File: config.mk
export PLATFORM = sky130hd
export DESIGN_NAME = riscv_core_mem_arbiter
export DESIGN_NICKNAME = d
export VERILOG_FILES = /design/src/rtl/riscv_core_mem_arbiter.sv
export SDC_FILE = /design/constraint.sdc
export NUM_CORES = 1
export LEC_CHECK = 0
export BUFFER_PORTS_ARGS = -buffer_cell sky130_fd_sc_hd__buf_2
export CAP_MARGIN = 20
export CORE_AREA = 2 2 535 537
export DETAILED_ROUTE_END_ITERATION = 10
export DIE_AREA = 0 0 537 539
export PLACE_DENSITY = 0.32
export SYNTH_ARGS = -nofsm -noshare
export SYNTH_HDL_FRONTEND = slang
export SYNTH_SLANG_ARGS = --single-unit
File: constraint.sdc
create_clock -name i_clk -period 2.03 [get_ports i_clk]
set_input_delay 0.406 -clock i_clk [delete_from_list [all_inputs] [get_ports i_clk]]
set_output_delay 0.406 -clock i_clk [all_outputs]
set_load 0.005 [all_outputs]
File: src/rtl/riscv_core_mem_arbiter.sv
// Shares one line-wide memory port between the icache refill path and the
// dcache refill/write-back path. Round-robin arbitration. One transaction
// is in flight at a time. Completion and line data go only to the granted side.
//
// Handshake: each requester raises a level request and holds it until it sees
// its one-cycle done pulse. The arbiter holds o_axi_req high with stable,
// latched command fields until the bridge returns a one-cycle i_axi_done.
// The RESP cycle that follows gives the requester one edge to drop its
// request before the arbiter samples requests again.
module riscv_core_mem_arbiter #(
   parameter int ADDR_WIDTH       = 32,
   parameter int AXI_DATA_WIDTH   = 256,
   parameter int LINE_OFFSET_BITS = 5
) (
   input  logic                      i_clk,
   input  logic                      i_rst,
   input  logic                      i_ic_req,
   input  logic [ADDR_WIDTH-1:0]     i_ic_addr,
   output logic                      o_ic_done,
   output logic [AXI_DATA_WIDTH-1:0] o_ic_block,
   input  logic                      i_dc_req,
   input  logic                      i_dc_we,
   input  logic [ADDR_WIDTH-1:0]     i_dc_addr,
   input  logic [AXI_DATA_WIDTH-1:0] i_dc_wblock,
   output logic                      o_dc_done,
   output logic [AXI_DATA_WIDTH-1:0] o_dc_rblock,
   output logic                      o_axi_req,
   output logic                      o_axi_we,
   output logic [ADDR_WIDTH-1:0]     o_axi_addr,
   output logic [AXI_DATA_WIDTH-1:0] o_axi_wblock,
   input  logic                      i_axi_done,
   input  logic [AXI_DATA_WIDTH-1:0] i_axi_rblock,
   output logic                      o_busy,
   output logic [1:0]                o_dbg_state
);

   typedef enum logic [1:0] {
      IDLE    = 2'd0,
      BUSY_IC = 2'd1,
      BUSY_DC = 2'd2,
      RESP    = 2'd3
   } state_t;

   // Clears the byte-offset bits so the bridge always sees a line address.
   localparam logic [ADDR_WIDTH-1:0] LINE_MASK = {ADDR_WIDTH{1'b1}} << LINE_OFFSET_BITS;

   state_t state;
   logic   last_grant_dc;  // 1 = dcache won the most recent grant

   // The icache wins when it is alone or when the dcache was served last.
   logic   pick_ic;
   assign pick_ic = i_ic_req && (!i_dc_req || last_grant_dc);

   assign o_dbg_state = state;

   // Arbitration FSM with registered outputs and latched transaction fields.
   always_ff @(posedge i_clk) begin
      if (i_rst) begin
         state         <= IDLE;
         last_grant_dc <= 1'b1;
         o_ic_done     <= 1'b0;
         o_ic_block    <= '0;
         o_dc_done     <= 1'b0;
         o_dc_rblock   <= '0;
         o_axi_req     <= 1'b0;
         o_axi_we      <= 1'b0;
         o_axi_addr    <= '0;
         o_axi_wblock  <= '0;
         o_busy        <= 1'b0;
      end else begin
         // Done pulses last exactly one cycle.
         o_ic_done <= 1'b0;
         o_dc_done <= 1'b0;
         case (state)
            IDLE: begin
               if (pick_ic) begin
                  state         <= BUSY_IC;
                  last_grant_dc <= 1'b0;
                  o_axi_req     <= 1'b1;
                  o_axi_we      <= 1'b0;
                  o_axi_addr    <= i_ic_addr & LINE_MASK;
                  o_axi_wblock  <= '0;
                  o_busy        <= 1'b1;
               end else if (i_dc_req) begin
                  state         <= BUSY_DC;
                  last_grant_dc <= 1'b1;
                  o_axi_req     <= 1'b1;
                  o_axi_we      <= i_dc_we;
                  o_axi_addr    <= i_dc_addr & LINE_MASK;
                  o_axi_wblock  <= i_dc_wblock;
                  o_busy        <= 1'b1;
               end
            end
            BUSY_IC: begin
               if (i_axi_done) begin
                  state      <= RESP;
                  o_axi_req  <= 1'b0;
                  o_ic_block <= i_axi_rblock;
                  o_ic_done  <= 1'b1;
               end
            end
            BUSY_DC: begin
               if (i_axi_done) begin
                  state     <= RESP;
                  o_axi_req <= 1'b0;
                  o_dc_done <= 1'b1;
                  // A write-back returns no data; keep the last refill line.
                  if (!o_axi_we) begin
                     o_dc_rblock <= i_axi_rblock;
                  end
               end
            end
            RESP: begin
               state  <= IDLE;
               o_busy <= 1'b0;
            end
            default: begin
               state     <= IDLE;
               o_axi_req <= 1'b0;
               o_busy    <= 1'b0;
            end
         endcase
      end
   end

endmodule

Word-level counts from Yosys, hierarchy flattened
Cells that the tools add are included.
{"block": "op_classes", "eq_ne": 5, "n_mux": 17, "bitwise": 3, "reduce_logical": 16}
{"cell": "two-way mux 256 bit", "n": 2}
{"cell": "two-way mux 32 bit", "n": 2}
{"cell": "AND reduction 2 bit", "n": 4}
{"cell": "two-way mux 1 bit", "n": 7}
{"cell": "two-way mux 2 bit", "n": 3}
{"cell": "case mux 2 bit (3 select lines)", "n": 1}
{"cell": "AND reduction 3 bit", "n": 2}
{"cell": "nonzero test 2 bit", "n": 3}
{"cell": "OR reduction 2 bit", "n": 3}
{"cell": "equality test 2 bit (second input constant)", "n": 2}
{"cell": "case mux 1 bit (2 select lines)", "n": 2}
{"cell": "!= test 3 bit (second input constant)", "n": 1}
{"cell": "NOT 1 bit", "n": 3}
{"cell": "equality test 2 x 1 -> 1 bit (second input constant)", "n": 1}
{"cell": "zero test 2 bit", "n": 1}
{"cell": "!= test 2 x 1 -> 1 bit (second input constant)", "n": 1}
{"cell": "logical AND 1 bit", "n": 1}
{"cell": "zero test 1 bit", "n": 1}
{"cell": "logical OR 1 bit", "n": 1}
{"block": "word_totals", "ff_bits": 808, "input_bits": 582, "wordCells": 52}

Logic depth before layout (Yosys ltp)
Gate-level depths: netlist of the first run.
{"block": "logic_depth", "depth_word": 5, "depth_mapped": 8, "depth_no_buf": 5}

Worst setup path before layout of the first run
No wires, ideal clock.
{"block": "synth_timing", "path_type": "register to register", "startpoint": "register state[0], in the netlist o_dbg_state[0]", "endpoint": "register o_dc_rblock[215]", "arrival_time_ps": 1463, "required_ps": 1960, "path_slack_ps": 496, "path_stages_with_launch": 8, "synth_period_minus_slack_ps": 1534, "path_cell_list": "dfxtp_1 inv_1 ha_1 nand3b_1 buf_2 clkbuf_1 nand2_1 a21oi_1"}
{"block": "synth_between", "elab_chain_len": 2}
{"element": "start, declared", "line_no": "47", "source": "state_t state;"}
{"element": "start signal, assigned", "line_no": "59", "source": "state <= IDLE;"}
{"element": "start signal, assigned", "line_no": "77", "source": "state <= BUSY_IC;"}
{"element": "start signal, assigned", "line_no": "85", "source": "state <= BUSY_DC;"}
{"element": "equality test 2 bit", "line_no": "74", "source": "case (state)"}
{"element": "AND reduction 3 bit (no line)"}
{"element": "end signal, assigned", "line_no": "109", "source": "o_dc_rblock <= i_axi_rblock;"}
{"element": "end, declared", "line_no": "26", "source": "output logic [AXI_DATA_WIDTH-1:0] o_dc_rblock,"}
No other way between the ends.
A chain may end at the register's enable or synchronous reset.

Final worst setup path of the first run
{"block": "layout_timing", "startpoint": "register o_dc_rblock[164]", "endpoint": "output port o_dc_rblock[164]"}
No word-level cell between the ends.

==> results.txt, run 1 <==
The global routing's busiest layer was met2. The number of vias after detailed routing is 33700. For the pin with the worst max-slew slack, the measured transition is 542 ps.

For this design the static power due to leakage is 20.9 nW. The analysis attributes to net switching a power of 0.0195 W. The worst hold path belongs to the class in -> reg.

For the area of the die, the log shows 289000 um^2. The run finished with clean final reports. Power density normalized to cell area: 1090 nW/um^2.

The worst register-to-register path begins at o_dbg_state[0]. The first detailed-routing pass ran for 5 iterations. Once the clock tree was built, the setup fixing pass inserted 0 buffers. Combinational group share of total power: 0.290.

For the overall fraction of global-route tracks in use, the log shows 0.147. In this run the tool buffered the top-level ports with 1373 buffer cells. The leftover overflow at the end of global routing came out at 0.

The run gives 0.553 as the proportion of synthesized chip area in sequential cells. After synthesis the netlist holds a flip-flop and latch count of 803. In this run the remaining antenna-violating nets after routing total 0. The H-tree generated during clock tree synthesis spans 3 levels. Maximum vdd ir drop: 0.724 mV. The count of nets after finishing was 6100. The worst setup skew after layout was 73.4 ps.

Final setup TNS: 0 ps. The met1 track demand over resource was 0.155; the number of failing setup endpoints in the final timing report was 0. The number of sinks handled by clock tree synthesis came out at 803. Share of total power in sequential cells: 0.346.

The number of hold-slack violations in the final timing report is 0. The layout cell share with drive strength beyond 1 is 0.313. The number of buffers and inverters on the critical path was 1; the count of different cell masters after synthesis was 32.

The run gives 223 mm as the total wirelength of the detailed-routed design. The cell family contributing the most delay on the critical path is flip-flops. For the finished layout, the period the worst path requires is 1890 ps. Dividing the detail-routed wire length by the instance count gives 23.8 um. Setup slack closes at 144 ps. TritonCTS built the clock tree. The run gives 33300 as the number of global-route vias before repair. Timing would allow up to 530 MHz. The tools report the core area as 284000 um^2. Cell internal power was estimated by the tool at 0.0360 W.

Clock-pin slew was measured on the worst setup and hold paths at 60 ps. The count of mapped cells out of synthesis came out at 3599. Fraction of power consumed by the clock network: 0.364.

The maximum number of pins on one net before global-route repair was 69; the estimated wirelength of the detail-placed design was 184 mm. Critical path start-end classification: reg -> out. For the first-pass GRT wire length, the log shows 293 mm.

The total DRC errors in the routed layout was 0. The layout-stage area growth over the synthesis result came out at 75.9%. The number of clock buffers added by TritonCTS is 111.

The beginning of the worst hold path was i_dc_wblock[204]. For the latest clock arrival within the worst-skew pair, the log shows 850 ps. No sink is reached through more buffers than the 4 on the longest clock path. Setup repair after global routing left no endpoint under its margin. The worst slack at placement is 52.2 ps. The count of boundary I/O pins came out at 1389.

Yosys printed 0 warnings. By area the synthesized netlist is led by dfxtp_1 55%, nand2_1 17%, a21oi_1 13%. The floorplan die width is 537 um. In this run the worst setup path begins at o_dc_rblock[164]. The largest area contributor in the synthesized netlist was dfxtp_1.

Across the run, the number of max-cap violations was 0. Delay of the slowest cell on the worst path: 510 ps. The logs give 1620 ps for the worst path required time and 0.249 for the global routing usage on met2. Traced cell by cell, the critical path runs through buf_2. The number of antenna violations at the first check in global routing is 61, and the number of inserted filler cells in the final layout is 32400. The average instance area after synthesis works out to 8.07 um^2. The data arrival time at the worst-slack endpoint was 1480 ps; the die boundary height was 539 um. The overall power after layout is 0.0556 W. The max-slew violation count came out at 0.

STA classifies the critical path startpoint as a flop. Summing every instance area after synthesis gives 29000 um^2. The first routing iteration left 1910 violations. Routability-driven placement finished with a final weighted congestion of 0.902.

The share of the synthesized area in the top cell type came out at 0.553. The slowest stage of the critical path is the dfxtp_1 cell. The tools report the starting density of the core as 0.102. Row generation in the floorplan step produced 196 rows. The root buffer cell chosen for the clock tree is clkbuf_16. In this run the worst path has a maximum fanout of 2. The headroom to the max-slew limit came out at 0.639. The switching share of power is 0.352, and the ratio of routed vias to standard cells is 3.60. The tools report the critical path endpoint category as a primary output. The fraction of met3 tracks used by global routing came out at 0.0773. The portion of the clock cycle consumed by the worst path in the final layout is 0.929.
[per-stage QoR]
stage / utilization / instance area (um^2) / instances / hold slack (ps)
2_1_floorplan: - / 29100 / 3603 / 450
3_3_place_gp: 0.147 / 41600 / 8593 / 439
3_5_place_dp: 0.147 / 41600 / 8593 / 444
4_1_cts: 0.180 / 51000 / 9361 / 0.293
5_1_grt: 0.180 / 51100 / 9378 / 47.3
6_report: 0.180 / 51100 / 9384 / 97.4
[path summary, 6_finish.rpt]
check,end,slack [ps],cells after the start
min reg2reg,o_ic_block[164],450,2
max reg2reg,o_dc_rblock[46],240,8
max,o_dc_rblock[164],140,1
min,o_axi_wblock[204],100,3
[Yosys cell counts]
| library cell | n |
|---|---|
| a211o_1 | 1 |
| a21o_1 | 1 |
| a21oi_1 | 772 |
| a221oi_1 | 1 |
| a311o_1 | 1 |
| a311oi_1 | 27 |
| a31oi_1 | 1 |
| and2_1 | 1 |
| and3b_1 | 1 |
| buf_1 | 11 |
| buf_2 | 152 |
| buf_4 | 10 |
| clkbuf_1 | 168 |
| conb_1 | 1 |
| dfxtp_1 | 803 |
| ha_1 | 5 |
| inv_1 | 4 |
| mux2i_1 | 1 |
| nand2_1 | 1284 |
| nand2b_1 | 2 |
| nand3_1 | 27 |
| nand3b_1 | 1 |
| nor2_1 | 31 |
| nor2b_1 | 3 |
| nor3b_1 | 1 |
| o211ai_1 | 257 |
| o21a_1 | 1 |
| o21ai_0 | 25 |
| o21ai_1 | 3 |
| o21ai_2 | 1 |
| o31ai_1 | 1 |
| or3_1 | 1 |
[cell type report]
type	instances	area [um^2]	share of cell area
diodes	23	57.6	0.00113
clock buffers	158	3200	0.0627
clock inverters	41	498	0.00975
inverters	4	22.5	0.000441
multi-input cells	2455	11500	0.225
flip-flops and latches	803	16100	0.315
well taps	3762	4710	0.0921
repair buffers	2138	15000	0.294
[power groups by stage]
| stage | sequential [W] | clock, W | combinational [W] |
|---|---|---|---|
| global route | 0.0195 | 0.0216 | 0.0176 |
| floorplan | 0.0196 | 0 | 0.00582 |
| detailed placement | 0.0195 | 0 | 0.0155 |
| finish | 0.0192 | 0.0203 | 0.0161 |
| CTS | 0.0192 | 0.0211 | 0.0166 |
| global placement | 0.0195 | 0 | 0.0156 |
[placed cells by master, fill, tap and decap left out, types with 6 or more instances in the layout]
master / count
nand2_1: 1283
nor2_1: 31
o211ai_1: 257
diode_2: 23
buf_12: 76
dlygate4sd3_1: 569
dfxtp_1: 802
o21ai_0: 25
buf_4: 125
a311oi_1: 27
a21oi_1: 772
clkinvlp_4: 6
clkbuf_1: 22
clkbuf_8: 25
bufinv_16: 8
clkbuf_16: 111
clkinv_2: 15
buf_2: 1366
nand3_1: 27
[logic make-up after synthesis]
logic type               after synthesis  share of synthesized area
flip-flops                           803                      0.553
other                                  1                   0.000129
AND/OR/NAND/NOR                     1352                      0.177
AO/OA/AOI/OAI                       1092                      0.215
multiplexers                           1                   0.000345
adder cells (fa/ha/maj)                5                    0.00215
buffers and inverters                345                     0.0524
[per-layer routing]
layer,part of all wire,up-vias
li1,-,16000
met1,0.37,16100
met3,0.12,297
met4,0.036,28
met2,0.47,1340
met5,0.00080,-
[registers in the layout, indices dropped and copies added, names as in the netlist, 2 cells and up]
register,count
o_dc_rblock,256
o_axi_wblock,256
o_ic_block,256
o_dbg_state,2
o_axi_addr,27
[repair_timing]
| action | CTS | global route |
|---|---|---|
| gates resized for setup | 8 | 0 |
| hold buffers | 569 | 0 |
| endpoints found under the hold margin | 796 | 0 |
| setup endpoints to repair | 6 | 0 |
Power figures use the tool's default switching activity.
==> inputs of run 2 (changes only) <==
Settings changed: ABC_AREA set to 0.
Clock period 2.03 ns to 1.9 ns, I/O delays scaled along.
==> run 2 against run 1 <==
Net effect:
- count of clock-buffer cells in the layout rose by 1
- register-to-register slack worse by 120 ps
- final area is 1.2% higher
- critical path depth unchanged
- die area is the same
- global-route usage is 0.20 points higher
- highest routed layer unchanged
==> results.txt, run 2 (synthesis gave the netlist of run 1 again) <==
The flow ran to the end, and the final reports show no timing, DRC or antenna violations. The leftover overflow at the end of global routing came out at 0 (unchanged). The number of buffers added on ports works out to 1373 (unchanged). The library cell used most frequently in the layout, excluding fill and tap cells, is nand2_1.

Share of total power in sequential cells: 0.349 (+0.003). The DRC violation total after the first TritonRoute iteration was 1683 (-12%). The run gives 21.0 nW (+0.75%) as the total leakage power.

The cell-internal power was 0.0382 W (+5.9%); the layout cell share with drive strength beyond 1 was 0.318 (+0.00454). From synthesis to final layout, the design area changed by 77.9%. The starting density of the core came out at 0.102 (unchanged). The logs give 0.348 (-0.016) for the fraction of power consumed by the clock network and 185 mm (+0.86%) for the estimated wirelength of the detail-placed design. The run gives 289000 um^2 (unchanged) as the area of the die.

The maximum vdd ir drop came out at 0.622 mV (-14%). The run gives 296 mm (+1.1%) as the first-pass GRT wire length. The largest registers in the layout are o_axi_wblock: 256 flops, o_dc_rblock: 256 flops, o_ic_block: 256 flops. Total DRC errors in the routed layout: 0 (unchanged). The tools report the launching element of the worst setup path as o_ic_block[171]. The latest clock arrival within the worst-skew pair is 840 ps (about the same), and the number of buffers and inverters on the critical path is 1 (unchanged).

Number of vias after detailed routing: 34000 (+0.84%). The worst hold path belongs to the class in -> reg. For the number of H-tree levels, the log shows 3 (unchanged).

The number of sinks handled by clock tree synthesis is 803 (unchanged). Setup repair after global routing left no endpoint under its margin. The clock period minus worst slack is 1800 ps, and the last weighted congestion value of the routability-driven placer is 0.908 (+0.65%). The count of boundary I/O pins was 1389 (unchanged).

The startpoint identified for the worst register-to-register timing path is o_dbg_state[1]. The data arrival time at the worst-slack endpoint was 1420 ps (-60 ps); the number of global-route vias before repair was 33800 (+1.4%). The run gives 0.303 (+0.013) as the combinational group share of total power. The logs give 6 (+1) for the first-pass detailed-route iteration total and 284000 um^2 (unchanged) for the core area.

Among all stages on the critical path, the largest delay is contributed by dfxtp_1. Cell family contributing the most delay on the critical path: flip-flops. For the overall fraction of global-route tracks in use, the log shows 0.149 (+0.00204). The switching share of power works out to 0.354 (+0.00234). Walking the worst path, the cells encountered are buf_2. The critical path start-end classification is reg -> out.

The tools report the post-route antenna net violation count as 0 (unchanged). The number of hold-slack violations in the final timing report is 0 (unchanged), and the count of nets after finishing is 6141 (+0.67%). The top fanout value on the critical path was 2 (unchanged); the number of antenna violations at the first check in global routing was 60 (-1.6%). Static timing analysis puts the maximum clock frequency at 556 MHz.

The die boundary height works out to 539 um (unchanged). The power density normalized to cell area came out at 1140 nW/um^2 (+5.0%). The floorplan die width is 537 um (unchanged), and the cell row count is 196 (unchanged).

The ratio of routed vias to standard cells is 3.61 (+0.50%), and the clock buffer count from CTS is 112 (+0.90%). Worst setup skew after layout: 72.7 ps (-0.659 ps). TritonCTS built the clock tree. STA classifies the critical path endpoint as a primary output. The tools report the beginning of the worst hold path as i_dc_req. The logs give 4 (unchanged) for the clock tree buffer depth and 0 (unchanged) for the max-slew violation count.

The delay of the slowest cell on the worst path was 470 ps (-40 ps). The top cell types in the final layout, fill and taps aside, are 1283 x nand2_1, 1282 x buf_2, 790 x dfxtp_1. The max-cap violation count is 0 (unchanged), and the worst path required time is 1520 ps (-100 ps). The switching power is 0.0209 W (+7.0%), and the total wirelength of the detailed-routed design is 228 mm (+2.2%).

Hold slack: 158 ps (+60.3 ps). The final setup TNS is 0 ps (unchanged). Buffer type at the clock tree root: clkbuf_16. The portion of the clock cycle consumed by the worst path in the final layout was 0.947; the maximum number of pins on one net before global-route repair was 60 (-13%).

Mean routed wirelength per cell: 24.2 um (+1.8%). For the number of failing setup endpoints in the final timing report, the log shows 0 (unchanged). The tools report the kind of start point of the critical path as a flop.

The clock-pin transition on the worst setup and hold timing paths works out to 50 ps (about the same).
-- run 2: cell type report --
type                       count  area (um^2)
sequential                   803        16100
clock buffer                 159         3160
multi-input combinational   2455        11500
fill                       32400       232000
timing repair buffer        2178        15800
tap                         3762         4710
antenna                       28         70.1
clock inverter                27          299
inverter                       4         22.5
-- run 2: per-stage QoR --
stage / utilization / std cells / setup WS, ps / cell area [um^2] / power, W
finish: 0.182 / 9416 / 101 / 51700 / 0.0591
global placement: 0.147 / 8615 / -39.3 / 41800 / 0.0376
detailed placement: 0.147 / 8615 / -42.9 / 41800 / 0.0377
CTS: 0.181 / 9377 / 0.673 / 51300 / 0.0603
global route: 0.182 / 9405 / 2.00 / 51700 / 0.0625
floorplan: - / 3603 / 366 / 29100 / 0.0272
-- run 2: power groups by stage --
stage	Sequential [W]	Combinational [W]	Clock, W
floorplan	0.0210	0.00622	0
global placement	0.0209	0.0168	0
detailed placement	0.0209	0.0167	0
CTS	0.0206	0.0181	0.0216
global route	0.0209	0.0196	0.0221
finish	0.0206	0.0179	0.0206
-- run 2: what timing repair did --
item                                    in CTS  in global routing
endpoints found under the hold margin      798                  0
hold buffers                               570                  0
endpoints found under the setup margin      95                137
gates resized for setup                    105                 20
cloned                                       1                  6
buffers inserted                             5                  5
-- run 2: path summary, 6_finish.rpt --
kind | end | slack [ps] | depth (start not counted)
setup / recovery | o_ic_block[171] | 100 | 1
hold / removal | last_grant_dc | 160 | 4
setup reg to reg | o_ic_block[201] | 120 | 8
hold reg to reg | o_axi_wblock[159] | 450 | 2
-- run 2: routing by layer --
layer | vias to the layer above | global-route usage | share of wire
met5 | - | 0 | 0.00087
met4 | 32 | 0.0443 | 0.031
met3 | 272 | 0.0773 | 0.12
met2 | 1300 | 0.255 | 0.48
met1 | 16400 | 0.157 | 0.37
li1 | 16100 | - | -
-- run 2: worst register-to-register path, stage by stage, from the launching register on --
cell	delay (ps)
dfxtp_1	310
inv_1	80
buf_4	120
ha_1	220
and2_4	190
buf_4	160
buf_12	230
nand2_1	260
a21oi_1	170
